## config.mk

```make
export PLATFORM = sky130hd
export DESIGN_NAME = store_buffer
export DESIGN_NICKNAME = d
export VERILOG_FILES = /design/src/rtl/store_buffer_pkg.sv /design/src/rtl/sb_fwd_match.sv /design/src/rtl/store_buffer.sv
export SDC_FILE = /design/constraint.sdc
export NUM_CORES = 1
export LEC_CHECK = 0
export CAP_MARGIN = 20
export CORE_MARGIN = 4
export CORE_UTILIZATION = 40
export DETAILED_ROUTE_END_ITERATION = 10
export MAX_ROUTING_LAYER = met4
export SKIP_LAST_GASP = 1
export SLEW_MARGIN = 20
export SYNTH_ARGS = -nofsm -noshare
export SYNTH_HDL_FRONTEND = slang
export SYNTH_SLANG_ARGS = --single-unit
export TNS_END_PERCENT = 30
```

## constraint.sdc

```tcl
create_clock -name clk -period 6.69 [get_ports clk]
set_clock_uncertainty 0.05 [all_clocks]
set_input_delay 2.007 -clock clk [delete_from_list [all_inputs] [get_ports clk]]
set_output_delay 2.007 -clock clk [all_outputs]
set_load 0.1 [all_outputs]
```

## src/rtl/store_buffer_pkg.sv

```systemverilog
// Shared definitions for the posted-write store buffer: default geometry,
// the entry record and the fence FSM states.
package store_buffer_pkg;

  localparam int SB_DEPTH  = 4;
  localparam int SB_ADDR_W = 32;
  localparam int SB_DATA_W = 64;

  typedef struct packed {
    logic                 valid;
    logic [SB_ADDR_W-1:0] addr;
    logic [SB_DATA_W-1:0] data;
  } sb_entry_t;

  typedef enum logic [1:0] {
    SB_RUN,
    SB_FENCE,
    SB_DONE
  } sb_state_e;

endpackage

```

## src/rtl/sb_fwd_match.sv

```systemverilog
// Youngest-first address match over the store buffer entries. Entries are
// scanned oldest to youngest (relative to wr_idx) so the last hit wins.
module sb_fwd_match
  import store_buffer_pkg::*;
#(
  parameter int DEPTH = SB_DEPTH,
  parameter int IDX_W = $clog2(DEPTH)
) (
  input  sb_entry_t [DEPTH-1:0] entries,
  input  logic [IDX_W-1:0]      wr_idx,
  input  logic [SB_ADDR_W-1:0]  ld_addr,
  output logic                  hit,
  output logic [IDX_W-1:0]      index
);

  logic [IDX_W-1:0] idx;

  // NOTE: every always_comb output gets a default first, otherwise paths
  // that skip an assignment infer a latch.
  always_comb begin
    hit   = 1'b0;
    index = '0;
    idx   = '0;
    // Offset DEPTH is the oldest slot (only valid when full), offset 1 the youngest.
    for (int i = DEPTH; i >= 1; i--) begin
      idx = wr_idx - IDX_W'(i);
      if (entries[idx].valid && (entries[idx].addr == ld_addr)) begin
        hit   = 1'b1;
        index = idx;
      end
    end
  end

endmodule

```

## src/rtl/store_buffer.sv

```systemverilog
// Posted-write store buffer between MEM and data_mem, with youngest-match
// load lookup and a fence drain. Define STORE_BUF_FWD_EN to forward data.
module store_buffer
  import store_buffer_pkg::*;
#(
  parameter int DEPTH  = SB_DEPTH,
  parameter int ADDR_W = SB_ADDR_W,
  parameter int DATA_W = SB_DATA_W
) (
  input  logic                     clk,
  input  logic                     rst_n,
  input  logic                     st_valid,
  input  logic [ADDR_W-1:0]        st_addr,
  input  logic [DATA_W-1:0]        st_data,
  output logic                     st_ready,
  input  logic                     ld_valid,
  input  logic [ADDR_W-1:0]        ld_addr,
  output logic                     ld_hit,
  output logic [DATA_W-1:0]        ld_data,
  output logic                     ld_stall,
  input  logic                     drain_req,
  output logic                     fence_done,
  output logic                     mem_wr_en,
  output logic [ADDR_W-1:0]        mem_addr,
  output logic [DATA_W-1:0]        mem_wr_data,
  output logic [$clog2(DEPTH):0]   count
);

  localparam int IDX_W = $clog2(DEPTH);
  localparam int PTR_W = IDX_W + 1;

  logic [PTR_W-1:0]  wr_ptr;
  logic [PTR_W-1:0]  rd_ptr;
  logic [DEPTH-1:0]  valid_q;
  logic [ADDR_W-1:0] addr_q [DEPTH];
  logic [DATA_W-1:0] data_q [DEPTH];
  sb_state_e         state;

  logic [IDX_W-1:0]  wr_idx;
  logic [IDX_W-1:0]  rd_idx;
  logic              empty;
  logic              full;
  logic              push;
  logic              pop;
  logic              port_busy;
  logic              match;
  logic [IDX_W-1:0]  match_idx;
  sb_entry_t [DEPTH-1:0] entries;

  assign wr_idx = wr_ptr[IDX_W-1:0];
  assign rd_idx = rd_ptr[IDX_W-1:0];
  assign empty  = (wr_ptr == rd_ptr);
  assign full   = (wr_ptr[IDX_W] != rd_ptr[IDX_W]) && (wr_idx == rd_idx);
  assign count  = wr_ptr - rd_ptr;

  // Readiness looks only at the registered fullness; a same-cycle pop never frees a slot.
  assign st_ready = !full && (state == SB_RUN);
  assign push     = st_valid && st_ready;

  always_comb begin
    for (int i = 0; i < DEPTH; i++) begin
      entries[i] = '{valid: valid_q[i], addr: addr_q[i], data: data_q[i]};
    end
  end

  sb_fwd_match #(.DEPTH(DEPTH)) u_fwd_match (
    .entries (entries),
    .wr_idx  (wr_idx),
    .ld_addr (ld_addr),
    .hit     (match),
    .index   (match_idx)
  );

`ifdef STORE_BUF_FWD_EN
  assign ld_hit   = ld_valid && match;
  assign ld_data  = ld_hit ? data_q[match_idx] : '0;
  assign ld_stall = 1'b0;
`else
  // Without forwarding a matching load waits; its idle port lets the buffer drain.
  logic fwd_unused;
  assign fwd_unused = ^match_idx;
  assign ld_hit     = 1'b0;
  assign ld_data    = '0;
  assign ld_stall   = ld_valid && match;
`endif

  assign port_busy   = ld_valid && !ld_stall;
  assign mem_wr_en   = !empty && !port_busy;
  assign pop         = mem_wr_en;
  assign mem_addr    = mem_wr_en ? addr_q[rd_idx] : '0;
  assign mem_wr_data = mem_wr_en ? data_q[rd_idx] : '0;

  // NOTE: sequential state uses non-blocking assignments so every register
  // samples the pre-edge values regardless of statement order.
  always_ff @(posedge clk or negedge rst_n) begin
    if (!rst_n) begin
      wr_ptr  <= '0;
      rd_ptr  <= '0;
      valid_q <= '0;
    end else begin
      if (pop) begin
        rd_ptr          <= rd_ptr + PTR_W'(1);
        valid_q[rd_idx] <= 1'b0;
      end
      if (push) begin
        wr_ptr          <= wr_ptr + PTR_W'(1);
        valid_q[wr_idx] <= 1'b1;
      end
    end
  end

  // NOTE: the payload array has no reset; valid_q and the pointers alone
  // decide which slots are meaningful, so stale contents are never used.
  always_ff @(posedge clk) begin
    if (push) begin
      addr_q[wr_idx] <= st_addr;
      data_q[wr_idx] <= st_data;
    end
  end

  always_ff @(posedge clk or negedge rst_n) begin
    if (!rst_n) begin
      state      <= SB_RUN;
      fence_done <= 1'b0;
    end else begin
      fence_done <= 1'b0;
      case (state)
        SB_RUN: begin
          if (drain_req) state <= SB_FENCE;
        end
        SB_FENCE: begin
          // Stores are blocked here, so the last pop is the edge count reaches zero.
          if (empty || ((count == PTR_W'(1)) && pop)) begin
            state      <= SB_DONE;
            fence_done <= 1'b1;
          end
        end
        SB_DONE: state <= SB_RUN;
        default: state <= SB_RUN;
      endcase
    end
  end

endmodule

```

== Word level (Yosys, flattened, before mapping) ==
Memory sizes are Yosys's and may differ from the RTL's.
Index checks and enable logic that the tools add are counted.
Cells by class
  equality and inequality tests: 11
  add/subtract/negate cells: 6
  magnitude comparators: 7
  muxes and demuxes: 27
  bitwise logic cells: 3
  reduce and logical (&&, ||, !) cells: 20
Operators by type and width (count)
  $bmux 97 s2: 4
  $mux 97: 4
  $eq 32x32->1: 4
  $mux 64: 1
  $mux 32: 1
  $lt 2x3->1 const B: 5
  $logic_and 1x1->1: 13
  $mux 1: 10
  $mux 4: 2
  $add 3x1->3 const B: 2
  $and 4x4->4: 1
  $demux 1 s2: 2
  $ge 2x1->1 const B: 2
  $logic_not 1->1: 4
  $mux 2: 2
  $ne 2x2->1 const B: 2
  $not 4->4: 1
  $or 4x4->4: 1
  $pmux 2 s2: 1
  $sub 2x2->2 const B: 2
  $eq 3x1->1 const B: 1
  $eq 3x3->1: 1
  $sub 3x3->3: 1
  $eq 2x1->1 const B: 1
  other kinds (6): 6
Word-level totals
  logic and storage cells: 81
  output and inout port bits: 168
  RAM bits: 384
  memories kept: 2
  input port bits: 133
  bits in registers: 13
Memories
  data_q: words 4, width 64, read ports 5, clocked after Yosys merged registers in 0, write ports 1, line store_buffer.sv:36  | logic [DATA_W-1:0] data_q [DEPTH];
  addr_q: words 4, width 32, read ports 5, clocked after Yosys merged registers in 0, write ports 1, line store_buffer.sv:35  | logic [ADDR_W-1:0] addr_q [DEPTH];

== Depth between registers and ports, before layout ==
An unclocked memory read counts as a cell.
  depth after elaboration: 18
  gate-level depth with buffers: 19
  gate-level depth less buffers: 10

== By module ==
From an unflattened synthesis, not the netlist that was laid out.
Unflattened totals
  cell total of the unflattened synthesis: 1311
  area total of the unflattened synthesis: 20913.8 um^2
By module, submodules not included
  store_buffer: seq. area each 11856.4 um^2, times used 1, cells each 747, area each 15807.7 um^2
  sb_fwd_match: seq. area each 0.0 um^2, times used 1, cells each 564, area each 5106.1 um^2

== Least setup slack after synthesis ==
OpenSTA, ideal clock, no wires.
  kind: input to output
  start point: input ld_addr[10]
  end point: output mem_wr_data[55]
  cell stages on the path: 11
  path buffers: 3
  required time: 4.633 ns
  path slack: -0.446 ns
  arrival: 5.079 ns
  path through: clkbuf_1 inv_1 a222oi_1 a21o_1 and4_1 nand4_1 o2111ai_2 o21ai_4 buf_6 buf_6 nor2b_1
Between the ends
  longest elaborated chain between the ends: 12
  elaborated cells on any way between the ends: 18
  classes of those cells: eq/ne: 4; mux: 5; reduce/logical: 9
RTL lines
  start, declared: line store_buffer.sv:17  | input logic [ADDR_W-1:0] ld_addr,
  $eq 32x32->1: line sb_fwd_match.sv:27  | if (entries[idx].valid && (entries[idx].addr == ld_addr)) begin
  $logic_and 1x1->1: line sb_fwd_match.sv:27
  $mux 1 (3 in a row): line sb_fwd_match.sv:27
  $mux 1 (*): line sb_fwd_match.sv:27
  $logic_and 1x1->1 (*): line store_buffer.sv:84  | assign ld_stall = ld_valid && match;
  $logic_not 1->1 (*): line store_buffer.sv:87  | assign port_busy = ld_valid && !ld_stall;
  $logic_and 1x1->1 (*): line store_buffer.sv:87
  $logic_not 1->1 (*): line store_buffer.sv:88  | assign mem_wr_en = !empty && !port_busy;
  $logic_and 1x1->1 (*): line store_buffer.sv:88
  $mux 64 (*): line store_buffer.sv:91  | assign mem_wr_data = mem_wr_en ? data_q[rd_idx] : '0;
  end, declared: line store_buffer.sv:25  | output logic [DATA_W-1:0] mem_wr_data,
Mark *: on every way between the ends. The rest lies on a longest branch, timed or not.

== Worst setup path in the final report ==
  start point: input ld_addr[12]
  end point: output mem_wr_data[15]
Same word-level chain as after synthesis.

==> key figures <==
Clock tree
  – CTS tree: done
  – CTS max path bufs: 3
  – Clock Latency Late Sink: 0.57 ns
  – CTS clk-pin slew, worst paths: 0.06 ns
  – CTS Root Cell: clkbuf_16
  – Clk sinks: 397
  – CTS Hold Bufs: 0
  – H-tree levels: 2
  – TritonCTS Buffers: between 40 and 50

Worst setup path
  – Crit path capture type: output port
  – Crit Path Class: primary input to output port
  – Reg2reg path depth: 9
  – Data arrival, critical path: 4.58 ns
  – CP Launch Type: primary input
  – Worst r2r src: rd_ptr[1]$_DFFE_PN0P_
  – Crit-path max FO: 7
  – Worst EP required: about 4.6 ns
  – RR Endpoint: data_q[0][40]$_DFFE_PP_
  – R2r setup slk: roughly 2.6 ns

Logic synthesis
  – Multiplexer area fraction after synthesis: 24.67%
  – Synth Area in Simple Gates: ~5.3%
  – Distinct cell type count after synthesis: 58
  – Register area share after synthesis: 56.66%
  – Flops & latches, synth: between 300 and 400
  – Mapped cell area: approximately 21000 µm²
  – Cells after Synth: 1225
  – XOR/XNOR Fraction of Synth Area: ~5.5%
  – Post-synth EDFFs: roughly 380
  – Post-synth top flop: edfxtp_1
  – Syn avg cell area: approximately 17 µm²
  – Largest family of logic cells by synthesized area: multiplexers
  – Compound-Gate Fraction of Synth Area: 2.069%
  – Post-synth ARST share: 3.275%
  – Yosys warns: 0
  – Adder-Cell Fraction of Synth Area: less than 1%

Route
  – Vias per inst: 5.473
  – Wl on met1: 22.71 mm
  – Final WL: 54.72 mm
  – # DRC: 0
  – Initial drt markers: 793
  – Post-DR wirelength/cell: between 20 and 25 µm
  – DR top layer: met4
  – Via count: between 10000 and 15000
  – Met2 WL: 27.22 mm
  – Detailed Routing Iterations Pass 1: 5
  – Met3 WL: 3.742 mm
  – Post-detailed-route count of antenna-violating nets: 0

Layout
  – # fillers: 4178
  – FF/Latch Area: 11870 µm²
  – Area growth syn-to-layout: 31.63%
  – Most frequent cells in the layout: 384 x edfxtp_1, 201 x mux4_2, 109 x buf_12
  – Nets: 1657
  – Final Cell Area: 27540 µm²
  – Final core utilization: 53.47%
  – Fin cells: 2238
  – Most common cell after layout, fill and taps aside: edfxtp_1
  – Share of layout cells above drive strength 1: just under 40%
  – Multi-input logic area: around 8800 µm²

Placement
  – IO Port Bufs: 235
  – Placed Cells incl. Taps: about 2100
  – Setup slack after placement: -0.3186 ns
  – DP Wirelength: 36.89 mm
  – Routability cong.: 0.8918
  – Post-DP Area: 25310 µm²

Timing
  – WHS: 0.4773 ns
  – Final hold violation count: 0
  – Rel. slew slack: just under 30%
  – Final worst setup slack: 0.04883 ns
  – Crit share post-route: 99.27%
  – Post-route setup TNS: 0 ns
  – Measured slew at the worst slew-check pin: 1.055 ns
  – RSZ-0062 raised after global routing: no
  – Final min period: 6.641 ns
  – Setup violators final: 0
  – FMAX: 150.6 MHz
  – Max-slew violation count: 0

Global routing
  – Vias in the first global route: around 13000
  – Antenna violations before repair: 11
  – Largest net degree at the start of global routing: 89
  – GR Overflow Total: 0
  – GRT Total Usage: 19.72%
  – First-pass GRT wire length: around 82 mm

Run
  – Total of max-cap violations: 0

Floorplan
  – Rows: between 80 and 90
  – Core area: 51510 µm²
  – Boundary pin count: 301
  – Die area: 56030 µm²
  – Die W: 236.7 µm
  – Die H: 236.7 µm
  – Initial Util: 40.62%

Worst hold path
  – Worst hold stages: 1
  – Min-delay src: wr_ptr[2]$_DFFE_PN0P_
  – WHS Endpoint: wr_ptr[2]$_DFFE_PN0P_
  – Min-delay worst type: flop to flop

Power and ir drop
  – Leak Pwr: 9.522 nW
  – Peak VDD IR: 0.4253 mV
  – Total power: around 15 mW
  – Power per Cell Area: approximately 540 nW/µm²

Outcome
  – Outcome: finished clean
==> per-layer routing <==
| metal | global-route usage [%] | vias up |
|---|---|---|
| met5 | - | - |
| met4 | 3.946 | 0 |
| met3 | 5.346 | 76 |
| met2 | 31.57 | 376 |
| met1 | 25.73 | 6436 |
| li1 | - | 5360 |
==> cells by family after synthesis <==
family / after synthesis
AOI/OAI and AO/OA: 54
xor gates and xnor gates: 131
adders and majority gates: 11
buffers and inverters: 181
DFF: 397
muxes: 263
other: 1
and+or+nand+nor: 187
==> cell usage after synthesis, drive strengths merged (6+ instances only) <==
cell type    n  share of area, %
nor3         8              0.19
mux4       201                22
nand4       25              0.75
xnor2      117               4.9
mux2i       54               2.6
dfrtp       13               1.6
o21ai        6              0.20
buf        114               3.9
mux2         8              0.45
clkbuf      48              0.86
nor4         6              0.18
nand2       11              0.20
nand3        7              0.17
nor2        13              0.23
ha          10              0.60
inv         19              0.34
xor2        14              0.59
nor2b      102               3.0
edfxtp     384                55
==> cell type report <==
class	instances	area share [%]
diodes	11	0.09995
clock buffers	50	4.080
well taps	680	3.089
multi-input cells	711	32.08
inverters	19	0.3044
clock inverters	30	1.340
repair buffers	340	15.90
flip-flops and latches	397	43.10
==> how the worst max path moves through the flow <==
stage | from | cells after the start | slack [ns] | to
3_3_place_gp | ld_addr[0] | 11 | -0.30 | mem_wr_data[62]
3_5_place_dp | ld_addr[0] | 11 | -0.32 | mem_wr_data[62]
5_1_grt | ld_addr[12] | 11 | 0.002 | mem_wr_data[62]
4_1_cts | ld_addr[7] | 12 | -0.03 | mem_wr_data[42]
6_report | ld_addr[12] | 11 | 0.05 | mem_wr_data[15]
2_1_floorplan | ld_addr[10] | 11 | -0.45 | mem_wr_data[55]
==> state kept, by name, summed over array words and instances, names as in the netlist <==
register and count:
addr_q 128, valid_q 4, rd_ptr 3, fence_done 1, wr_ptr 3, data_q 256, state 2
==> worst max-delay path, stage by stage <==
cell and delay [ns]:
clkdlybuf4s50_1 0.44, xnor2_1 0.36, nand4_1 0.18, or3_4 0.43, o2111ai_4 0.24, o21ai_4 0.08, buf_12 0.16, buf_12 0.14
clkbuf_16 0.18, nor2b_4 0.14, buf_12 0.18
==> report_power, final <==
group | internal (mW) | leakage, nW | total [mW] | switching [mW]
combinational | 3.87 | 5.16 | 9.12 | 5.25
sequential | 3.05 | 3.63 | 3.36 | 0.301
clock | 1.49 | 0.731 | 2.50 | 1.01
total | 8.41 | 9.52 | 15.0 | 6.56
==> timing repair <==
item,in CTS,in global routing
hold endpoints to repair,0,0
setup endpoints to repair,98,98
setup buffers,4,6
resized for setup,75,70
gates cloned,1,2
pin swaps,8,28
(Power assumes the default switching activity.)
